## src/rtl/handshake_const_arbiter.sv

```systemverilog
// Arbitrates NUM_REQ control-token requesters onto one constant-emitting output slot.
// Define HANDSHAKE_CONST_ARB_RR_EN for round-robin; otherwise the lowest valid index always wins.
module handshake_const_arbiter #(
    parameter int NUM_REQ     = 4,
    parameter int DATA_WIDTH  = 32,
    parameter     CONST_VALUE = 32'h0001_FB3C,
    parameter int IDX_W       = $clog2(NUM_REQ)
) (
    input  logic                  clk,
    input  logic                  rst,
    input  logic [NUM_REQ-1:0]    ins_valid,
    output logic [NUM_REQ-1:0]    ins_ready,
    output logic [DATA_WIDTH-1:0] outs,
    output logic [IDX_W-1:0]      outs_index,
    output logic                  outs_valid,
    input  logic                  outs_ready
);

    localparam logic [IDX_W:0] NUM_REQ_W = (IDX_W + 1)'(NUM_REQ);
    localparam logic [IDX_W-1:0] LAST_IDX = IDX_W'(NUM_REQ - 1);

    logic                   r_full;
    logic [IDX_W-1:0]       r_idx;
    logic [IDX_W-1:0]       w_start;
    logic [2*NUM_REQ-1:0]   w_dbl;
    logic [NUM_REQ-1:0]     w_rot;
    logic [IDX_W-1:0]       w_off;
    logic [IDX_W:0]         w_sum;
    logic [IDX_W-1:0]       w_grant;
    logic                   w_any;
    logic                   w_can_load;
    logic                   w_fire;

`ifdef HANDSHAKE_CONST_ARB_RR_EN
    logic [IDX_W-1:0]       r_ptr;

    assign w_start = r_ptr;

    always_ff @(posedge clk or negedge rst) begin
        if (!rst) begin
            r_ptr <= '0;
        end else if (w_fire) begin
            r_ptr <= (w_grant == LAST_IDX) ? '0 : w_grant + IDX_W'(1);
        end
    end
`else
    assign w_start = '0;
`endif

    // Rotate the requests so the search always starts at bit 0, then map the offset back.
    assign w_dbl = {ins_valid, ins_valid};
    assign w_rot = NUM_REQ'(w_dbl >> w_start);

    always_comb begin
        w_any = 1'b0;
        w_off = '0;
        for (int k = NUM_REQ - 1; k >= 0; k--) begin
            if (w_rot[k]) begin
                w_any = 1'b1;
                w_off = IDX_W'(k);
            end
        end
    end

    assign w_sum   = {1'b0, w_start} + {1'b0, w_off};
    assign w_grant = (w_sum >= NUM_REQ_W) ? IDX_W'(w_sum - NUM_REQ_W) : w_sum[IDX_W-1:0];

    // Gating with rst keeps every ready low while reset is held.
    assign w_can_load = !r_full || outs_ready;
    assign w_fire     = w_can_load && w_any && rst;

    generate
        for (genvar gi = 0; gi < NUM_REQ; gi++) begin : g_ready
            assign ins_ready[gi] = w_fire && (w_grant == IDX_W'(gi));
        end
    endgenerate

    always_ff @(posedge clk or negedge rst) begin
        if (!rst) begin
            r_full <= 1'b0;
            r_idx  <= '0;
        end else if (w_fire) begin
            r_full <= 1'b1;
            r_idx  <= w_grant;
        end else if (outs_ready) begin
            r_full <= 1'b0;
        end
    end

    assign outs       = DATA_WIDTH'(CONST_VALUE);
    assign outs_index = r_idx;
    assign outs_valid = r_full;

endmodule

```

## config.mk

```make
export PLATFORM = sky130hd
export DESIGN_NAME = handshake_const_arbiter
export DESIGN_NICKNAME = d
export VERILOG_FILES = /design/src/rtl/handshake_const_arbiter.sv
export SDC_FILE = /design/constraint.sdc
export NUM_CORES = 1
export LEC_CHECK = 0
export BUFFER_PORTS_ARGS = -buffer_cell sky130_fd_sc_hd__buf_2
export CORE_AREA = 2 2 39 41
export CTS_BUF_LIST = sky130_fd_sc_hd__clkbuf_8
export DETAILED_ROUTE_END_ITERATION = 16
export DIE_AREA = 0 0 41 43
export PLACE_DENSITY_LB_ADDON = 0.15
export SLEW_MARGIN = 25
export SYNTH_ARGS = -nofsm -noshare
export SYNTH_HDL_FRONTEND = slang
export SYNTH_SLANG_ARGS = --single-unit
export TNS_END_PERCENT = 5
```

## constraint.sdc

```tcl
create_clock -name clk -period 1.33 [get_ports clk]
set_input_delay 0.266 -clock clk [delete_from_list [all_inputs] [get_ports clk]]
set_output_delay 0.266 -clock clk [all_outputs]
set_load 0.01 [all_outputs]
```

### Yosys cells after proc, flatten, opt, wreduce, memory -nomap -nowiden

Cells that the tools add are included.
W data, S select, Z words.

* add/subtract/negate cells: 1
* multipliers: 0
* div/mod/pow operators: 0
* magnitude comparators: 1
* equal/unequal tests: 3
* shift operators: 0
* multiplexer cells: 11
* bitwise logic cells: 0
* reductions and logical operators: 10

Operators with widths (count)
* $mux W2: 5
* $logic_and A1 B1 Y1: 6
* $mux W1: 6
* $eq A2 B2 Y1 const B: 2
* $ge A2 B3 Y1 const B: 1
* $eq A2 B1 Y1 const B: 1
* $logic_not A2 Y1: 1
* $reduce_bool A2 Y1: 1
* $sub A2 B1 Y2 const B: 1
* $logic_not A1 Y1: 1
* $logic_or A1 B1 Y1: 1

* register bits: 3
* latch bits: 0
* bits in writable memories: 0
* ROM bits: 0
* bits of input ports: 7
* output and inout port bits: 39
* logic and storage cells: 28
* memories kept: 0

### Longest topological paths before layout

Gate-level depths: netlist (run 1).

* word-level depth: 8
* depth in mapped cells: 3
* gate-level depth less buffers: 3

### Worst setup path before layout (run 1)

OpenSTA, ideal clock, no wires.

* kind: register to output
* from: register r_full (netlist: outs_valid)
* to: output port ins_ready[3]
* arrival: 0.900 ns
* required time: 1.064 ns
* setup slack: 0.164 ns
* stages on the path, launching flop included: 4
* path through: dfrtp_1 -> nand2b_4 -> and2_4 -> and4b_1

* cells in the longest elaborated chain, start to end: 5

Ends and longest elaborated chain
* from (decl): line 22 `logic r_full;`
* from (signal assigned): line 80 `r_full <= 1'b0;`
* from (signal assigned): line 83 `r_full <= 1'b1;`
* from (signal assigned): line 86 `r_full <= 1'b0;`
* $logic_not A1 Y1: line 69 `assign w_can_load = !r_full || outs_ready;`
* $logic_or A1 B1 Y1: line 69
* $logic_and A1 B1 Y1 (2 in series): line 70 `assign w_fire = w_can_load && w_any && rst;`
* $logic_and A1 B1 Y1: line 74 `assign ins_ready[gi] = w_fire && (w_grant == IDX_W'(gi));`
* to (decl): line 12 `output logic [NUM_REQ-1:0] ins_ready,`

Every way passes these cells.

### Final worst setup path (run 1)

Ends and elaborated chain as after synthesis.

==> results of run 1 <==
[sequential cells by signal, summed over array words and instances (netlist names)]
signal,count
outs_index,2
outs_valid,1
[path summary, 6_finish.rpt]
path,start,slack [ns],endpoint,depth (start not counted)
setup / recovery,outs_valid,-0.08,ins_ready[3],4
hold / removal,ins_valid[1],0.33,outs_valid,3
setup reg to reg,outs_valid,0.33,outs_index[0],4
hold reg to reg,outs_index[1],0.53,outs_index[1],2
max in group asynchronous,rst,0.64,outs_index[1],3
min in group asynchronous,rst,0.54,outs_index[0],3
[repair_timing]
item                                   4_1_cts  5_1_grt
gates resized for setup                      2        1
pin swaps                                    2        0
setup endpoints to repair                    4        4
cloned                                       0        0
endpoints found under the hold margin        3        0
buffers inserted                             1        0
hold buffers                                 1        0
[area by class of cell]
| cell class | count | area, um2 |
|---|---|---|
| inverter | 2 | 7.507 |
| sequential | 3 | 75.07 |
| fill | 169 | 890.9 |
| clock buffer | 3 | 41.29 |
| clock inverter | 1 | 3.754 |
| tap | 16 | 20.02 |
| multi-input combinational | 47 | 229.0 |
| timing repair buffer | 17 | 116.4 |
[power by group]
| group | switching (mW) | total, mW | internal, mW | leakage, nW |
|---|---|---|---|---|
| logic | 0.0816 | 0.131 | 0.0499 | 0.243 |
| clock network | 0.0568 | 0.253 | 0.196 | 0.0269 |
| registers | 0.00899 | 0.113 | 0.104 | 0.0352 |
| total | 0.147 | 0.498 | 0.350 | 0.305 |
[cells in the mapped netlist (all sizes together)]
library cell and count:
nand3 1, and2 1, nand2b 1, a21oi 1, a31oi 2, o31ai 1
and3 1, o221a 1, buf 32, or2 1, nor2 2, and4b 1
conb 2, dfrtp 3, nand2 1, inv 2, and3b 1
[critical path, stage by stage, from the launching register on]
cell      delay, ns
dfrtp_1        0.39
nand2b_4       0.08
and2_4         0.15
and4b_1        0.18
buf_2          0.12
[routing by layer]
| layer | global-route usage, % | vias to the layer above | share of wire [%] |
|---|---|---|---|
| met1 | 9.646 | 134 | 37 |
| met3 | 3.141 | 0 | 12 |
| met2 | 10.94 | 23 | 51 |
| li1 | - | 148 | - |
| met5 | 0 | - | 0 |
| met4 | 12.00 | 0 | 0 |
[per-stage QoR]
stage          cell area, um2  std cells  util (%)  power (mW)
4_1_cts                 486.7         89     35.17      0.5037
3_3_place_gp            411.6         83     29.75      0.2349
6_report                493.0         89     35.62      0.4976
5_1_grt                 493.0         89     35.62      0.5351
3_5_place_dp            411.6         83     29.75      0.2342
2_1_floorplan           551.8         84         -      0.2623
[cells by family after synthesis]
kind of cell,after synthesis,synth area share (%)
DFF,3,17.09
AOI/OAI and AO/OA,5,8.261
other,2,1.710
and+or+nand+nor,10,16.52
buffers and inverters,34,56.41
==> summary.md, run 1 <==
| Metric | Value |
|---|---|
| 1st-pass router iterations | 2 |
| Clock Latency Late Sink | 0.21 ns |
| Critical path endpoint category | output pin |
| Vias per cell | ~3.4 |
| Total Routed Length | 676 um |
| Gr ovfl total | 0 |
| Total vias in the final route | 305 |
| Crit-path max FO | 5 |
| LEAKAGE | between 0.3 and 0.4 nW |
| Synth top area cells | buf_4, dfrtp_1, nand2b_4 |
| HP Class | in -> reg |
| Diodes inserted | 0 |
| Most frequent cells in the layout | conb_1, buf_2 |
| Row count | 14 |
| Worst VDD drop | 266.3 uV |
| Final Hold Vio Count | 0 |
| Most common cell after layout, fill and taps aside | conb_1 |
| Power Density | 1009 nW/um2 |
| I/O pins | 46 |
| Clock Tree Buf Depth | 2 |
| Initial DRC count | 1 |
| Fmax achieved | 711.7 MHz |
| Max cap viols | 0 |
| Clock transition at path regs | 0.03 ns |
| Area delta synth->final | 12.25% |
| Post-synth cell types | 17 |
| Post-DP HPWL | 519.3 um |
| Total Routing Usage GR | 8.936% |
| Fin crit share | 105.6% |
| CTS sink count | 3 |
| IO Port Bufs | 13 |
| Cells after Synth | 54 |
| Synth area leader | buf_4 |
| CTS root buffer | clkbuf_8 |
| Final setup TNS | -0.1803 ns |
| Setup violators final | 4 |
| Synth top area share | between 50% and 60% |
| Setup Skew | 0.001262 ns |
| Synth warn | 0 |
| DRC viols | 0 |
| Failing checks | setup timing |
| GPL Wtd Cong | 0.7758 |
| Layout cells sized above 1 | a little under a third |
| Required time of the critical path | between 1 and 1.5 ns |
| Final ANT Viol Nets | 0 |
| Worst setup SP type | flop |
| Die H | between 40 and 50 um |
| Die width | 41 um |
| Largest net degree at the start of global routing | 6 |
| Min Tclk post-route | 1.405 ns |
| RSZ-0062 raised after global routing | true |
| Setup slack after layout | -0.07508 ns |
| CTS tree | yes |
| Detailed-route wire length per cell | 7.596 um |
| Flops & latches, synth | 3 |
| Min Hold Slack | 0.3313 ns |
| Vias in the first global route | 233 |
| CTS buffer count | 3 |
| Die ar. | 1763 um2 |
| NumNets Final | 81 |
| Status | finished with violations |
| Place WS | 0.06898 ns |
| CTS H-Tree Depth | 1 |
| Kind of critical path | reg -> out |
| Initial antenna violation count | 0 |
| Post-Syn Area | 439.2 um2 |
| Syn Area/Cell | 8.133 um2 |
| Post-synthesis sequential area ratio | 17.09% |
| Slew Viols, Final | 0 |
| Initial core utilization | a little under a third |
| Arrival time worst endpoint | ~1.1 ns |
| Global-route wire length before repair | 938 um |
| Core area | between 1000 and 1500 um2 |
Note: power is estimated with default switching activity, not from simulation.
==> inputs of run 2 (changes only) <==
--- a/config.mk
+++ b/config.mk
@@ -6,10 +6,10 @@
 export NUM_CORES = 1
 export LEC_CHECK = 0
 export BUFFER_PORTS_ARGS = -buffer_cell sky130_fd_sc_hd__buf_2
-export CORE_AREA = 2 2 39 41
+export CORE_AREA = 4 4 41 43
 export CTS_BUF_LIST = sky130_fd_sc_hd__clkbuf_8
 export DETAILED_ROUTE_END_ITERATION = 16
-export DIE_AREA = 0 0 41 43
+export DIE_AREA = 0 0 45 47
 export PLACE_DENSITY_LB_ADDON = 0.15
 export SLEW_MARGIN = 25
 export SYNTH_ARGS = -nofsm -noshare
==> constraint.sdc (replaced) <==
create_clock -name clk -period 1.6 [get_ports clk]
set_input_delay 0.32 -clock clk [delete_from_list [all_inputs] [get_ports clk]]
set_output_delay 0.32 -clock clk [all_outputs]
set_load 0.01 [all_outputs]
==> summary.md, run 2 (synthesis results as in run 1) <==
| Metric | Value |
|---|---|
| Status | finished clean (was finished with violations) |
| Initial antenna violation count | 0 (unchanged) |
| Min Tclk post-route | between 1 and 1.5 ns |
| Final ANT Viol Nets | 0 (unchanged) |
| Total Routed Length | 748 um (was 676 um) |
| Kind of critical path | reg -> out (unchanged) |
| IO Port Bufs | 13 (unchanged) |
| Initial core utilization | 33.75% (was 31.74%) |
| Cts hold-fix bufs | 1 (unchanged) |
| Post-CTS sizing | 0 (was 2) |
| Combinational power share | 24.3% (was 26.4%) |
| Largest net degree at the start of global routing | 7 (was 6) |
| Global-route wire length before repair | 966 um (was 938 um) |
| Diodes inserted | 0 (unchanged) |
| CTS H-Tree Depth | 1 (unchanged) |
| Worst setup SP type | flop (unchanged) |
| Gr ovfl total | 0 (unchanged) |
| R2r setup slk | 0.63 ns (was 0.33 ns) |
| CTS sink count | 3 (unchanged) |
| Setup Skew | 0.001007 ns (was 0.001262 ns) |
| CTS root buffer | clkbuf_8 (unchanged) |
| Most frequent cells in the layout | conb_1, buf_2, inv_1, clkbuf_8, dfrtp_1 (was conb_1, buf_2) |
| Layout cells sized above 1 | 28.57% (was 31.51%) |
| Setup violators final | 0 (was 4) |
| Power Density | 918.4 nW/um2 (was 1009 nW/um2) |
| Fillers | 147 (was 169) |
| Int Power | 0.2829 mW (was 0.3502 mW) |
| Hold path depth | 3 (unchanged) |
| Area occupied by multi-input gates | 229.0 um2 (unchanged) |
| FF-to-FF Start | outs_valid (unchanged) |
| Die width | 45 um (was 41 um) |
| Clock transition at path regs | 0.03 ns (about the same) |
| Fin crit share | about 93% |
| Clock Tree Buf Depth | 2 (unchanged) |
| Max FFs per register | 2 (unchanged) |
| R2R depth | 3 (was 4) |
| Reg-to-Reg End | outs_index[0] (unchanged) |
| Critical path endpoint category | output pin (unchanged) |
| NumNets Final | 78 (was 81) |
| Arrival time worst endpoint | 1.17 ns (was 1.14 ns) |
| Fmax achieved | 671.4 MHz |
| Worst VDD drop | 196.2 uV (was 266.3 uV) |
| Tot Pwr | 0.4137 mW (was 0.4976 mW) |
| Final Hold Vio Count | 0 (unchanged) |
| Total vias in the final route | 300 (was 305) |
| LEAKAGE | 0.2884 nW (was 0.3054 nW) |
| I/O pins | 46 (unchanged) |
| Required time of the critical path | 1.28 ns (was 1.06 ns) |
| Clock power frac | 53.3% (was 50.8%) |
| Vias in the first global route | 238 (was 233) |
| CTS buffer count | 3 (unchanged) |
| Sequential cell fraction of total power | 22.4% (was 22.7%) |
| Post-DP HPWL | 631.7 um (was 519.3 um) |
| 1st-pass router iterations | 2 (unchanged) |
| Sw Pwr | 0.1307 mW (was 0.1474 mW) |
| Crit-path max FO | 5 (unchanged) |
| Area delta synth->final | 2.564% (was 12.25%) |
| Post CTS Setup Buffer Count | 0 (was 1) |
| Vias per cell | 3.529 (was 3.427) |
| Slew Viols, Final | 0 (unchanged) |
| Clock Latency Late Sink | 0.22 ns (was 0.21 ns) |
| Row count | 13 (was 14) |
| Sw Ratio | 31.60% (was 29.62%) |
| Setup crit start | outs_valid (unchanged) |
| Hold endpoint | outs_valid (unchanged) |
| Detailed-route wire length per cell | 8.800 um (was 7.596 um) |
| CTS tree | yes (unchanged) |
| HP Class | in -> reg (unchanged) |
| Hold Path Origin | ins_valid[1] (unchanged) |
| Initial DRC count | 4 (was 1) |
| Most common cell after layout, fill and taps aside | conb_1 (unchanged) |
| Final setup TNS | 0 ns (was -0.1803 ns) |
| Max cap viols | 0 (unchanged) |
| Die ar. | 2115 um2 (was 1763 um2) |
| DRC viols | 0 (unchanged) |
| Total Routing Usage GR | 6.951% (was 8.936%) |
| Die H | 47 um (was 43 um) |
| Register Area | 75.07 um2 (unchanged) |
| RSZ-0062 raised after global routing | false (was true) |
| GPL Wtd Cong | 0.7091 (was 0.7758) |
| Core area | 1301 um2 (was 1384 um2) |
run 2: routing by layer:
| metal | global-route usage [%] | vias to the layer above | wire (um) | share of wire, % |
|---|---|---|---|---|
| met5 | 0 | - | 0 | 0 |
| met4 | 8.772 | 0 | 17 | 2.3 |
| met3 | 2.682 | 2 | 139 | 19 |
| met2 | 11.02 | 29 | 360 | 48 |
| met1 | 6.136 | 128 | 230 | 31 |
| li1 | - | 141 | - | - |
run 2: per-stage QoR:
stage	std cells	setup slack [ns]	hold slack, ns	utilization [%]	cell area [um2]
floorplan	84	0.3795	0.02441	-	551.8
global placement	80	0.2069	0.1568	30.38	395.4
detailed placement	80	0.2179	0.1536	30.38	395.4
CTS	85	0.1057	0.3734	34.62	450.4
global route	85	0.05625	0.4037	34.62	450.4
finish	85	0.1106	0.3715	34.62	450.4
run 2: cell type report:
| cell class | instances | share of cell area, % |
|---|---|---|
| clock inverters | 1 | 0.8333 |
| repair buffers | 14 | 16.67 |
| inverters | 2 | 1.667 |
| clock buffers | 3 | 9.167 |
| well taps | 15 | 4.167 |
| flip-flops and latches | 3 | 16.67 |
| multi-input cells | 47 | 50.83 |
run 2: how the worst max path moves through the flow:
stage	end	slack [ns]	cells past startpoint
after detailed placement	ins_ready[1]	0.22	5
after CTS	ins_ready[3]	0.11	4
after floorplan	ins_ready[3]	0.38	3
final	ins_ready[3]	0.11	4
after global routing	ins_ready[1]	0.06	4
after global placement	ins_ready[1]	0.21	5
run 2: worst max-delay path, cell delays in order (launching register included):
cell      delay [ns]
dfrtp_1         0.39
nand2b_4        0.10
and2_4          0.17
and4b_1         0.18
buf_2           0.12
run 2: power groups by stage:
stage	clock, mW	combinational, mW	sequential, mW
global route	0.231	0.113	0.0948
floorplan	0	0.119	0.0992
finish	0.220	0.101	0.0928
global placement	0	0.0967	0.0947
detailed placement	0	0.0961	0.0944
CTS	0.222	0.0987	0.0929
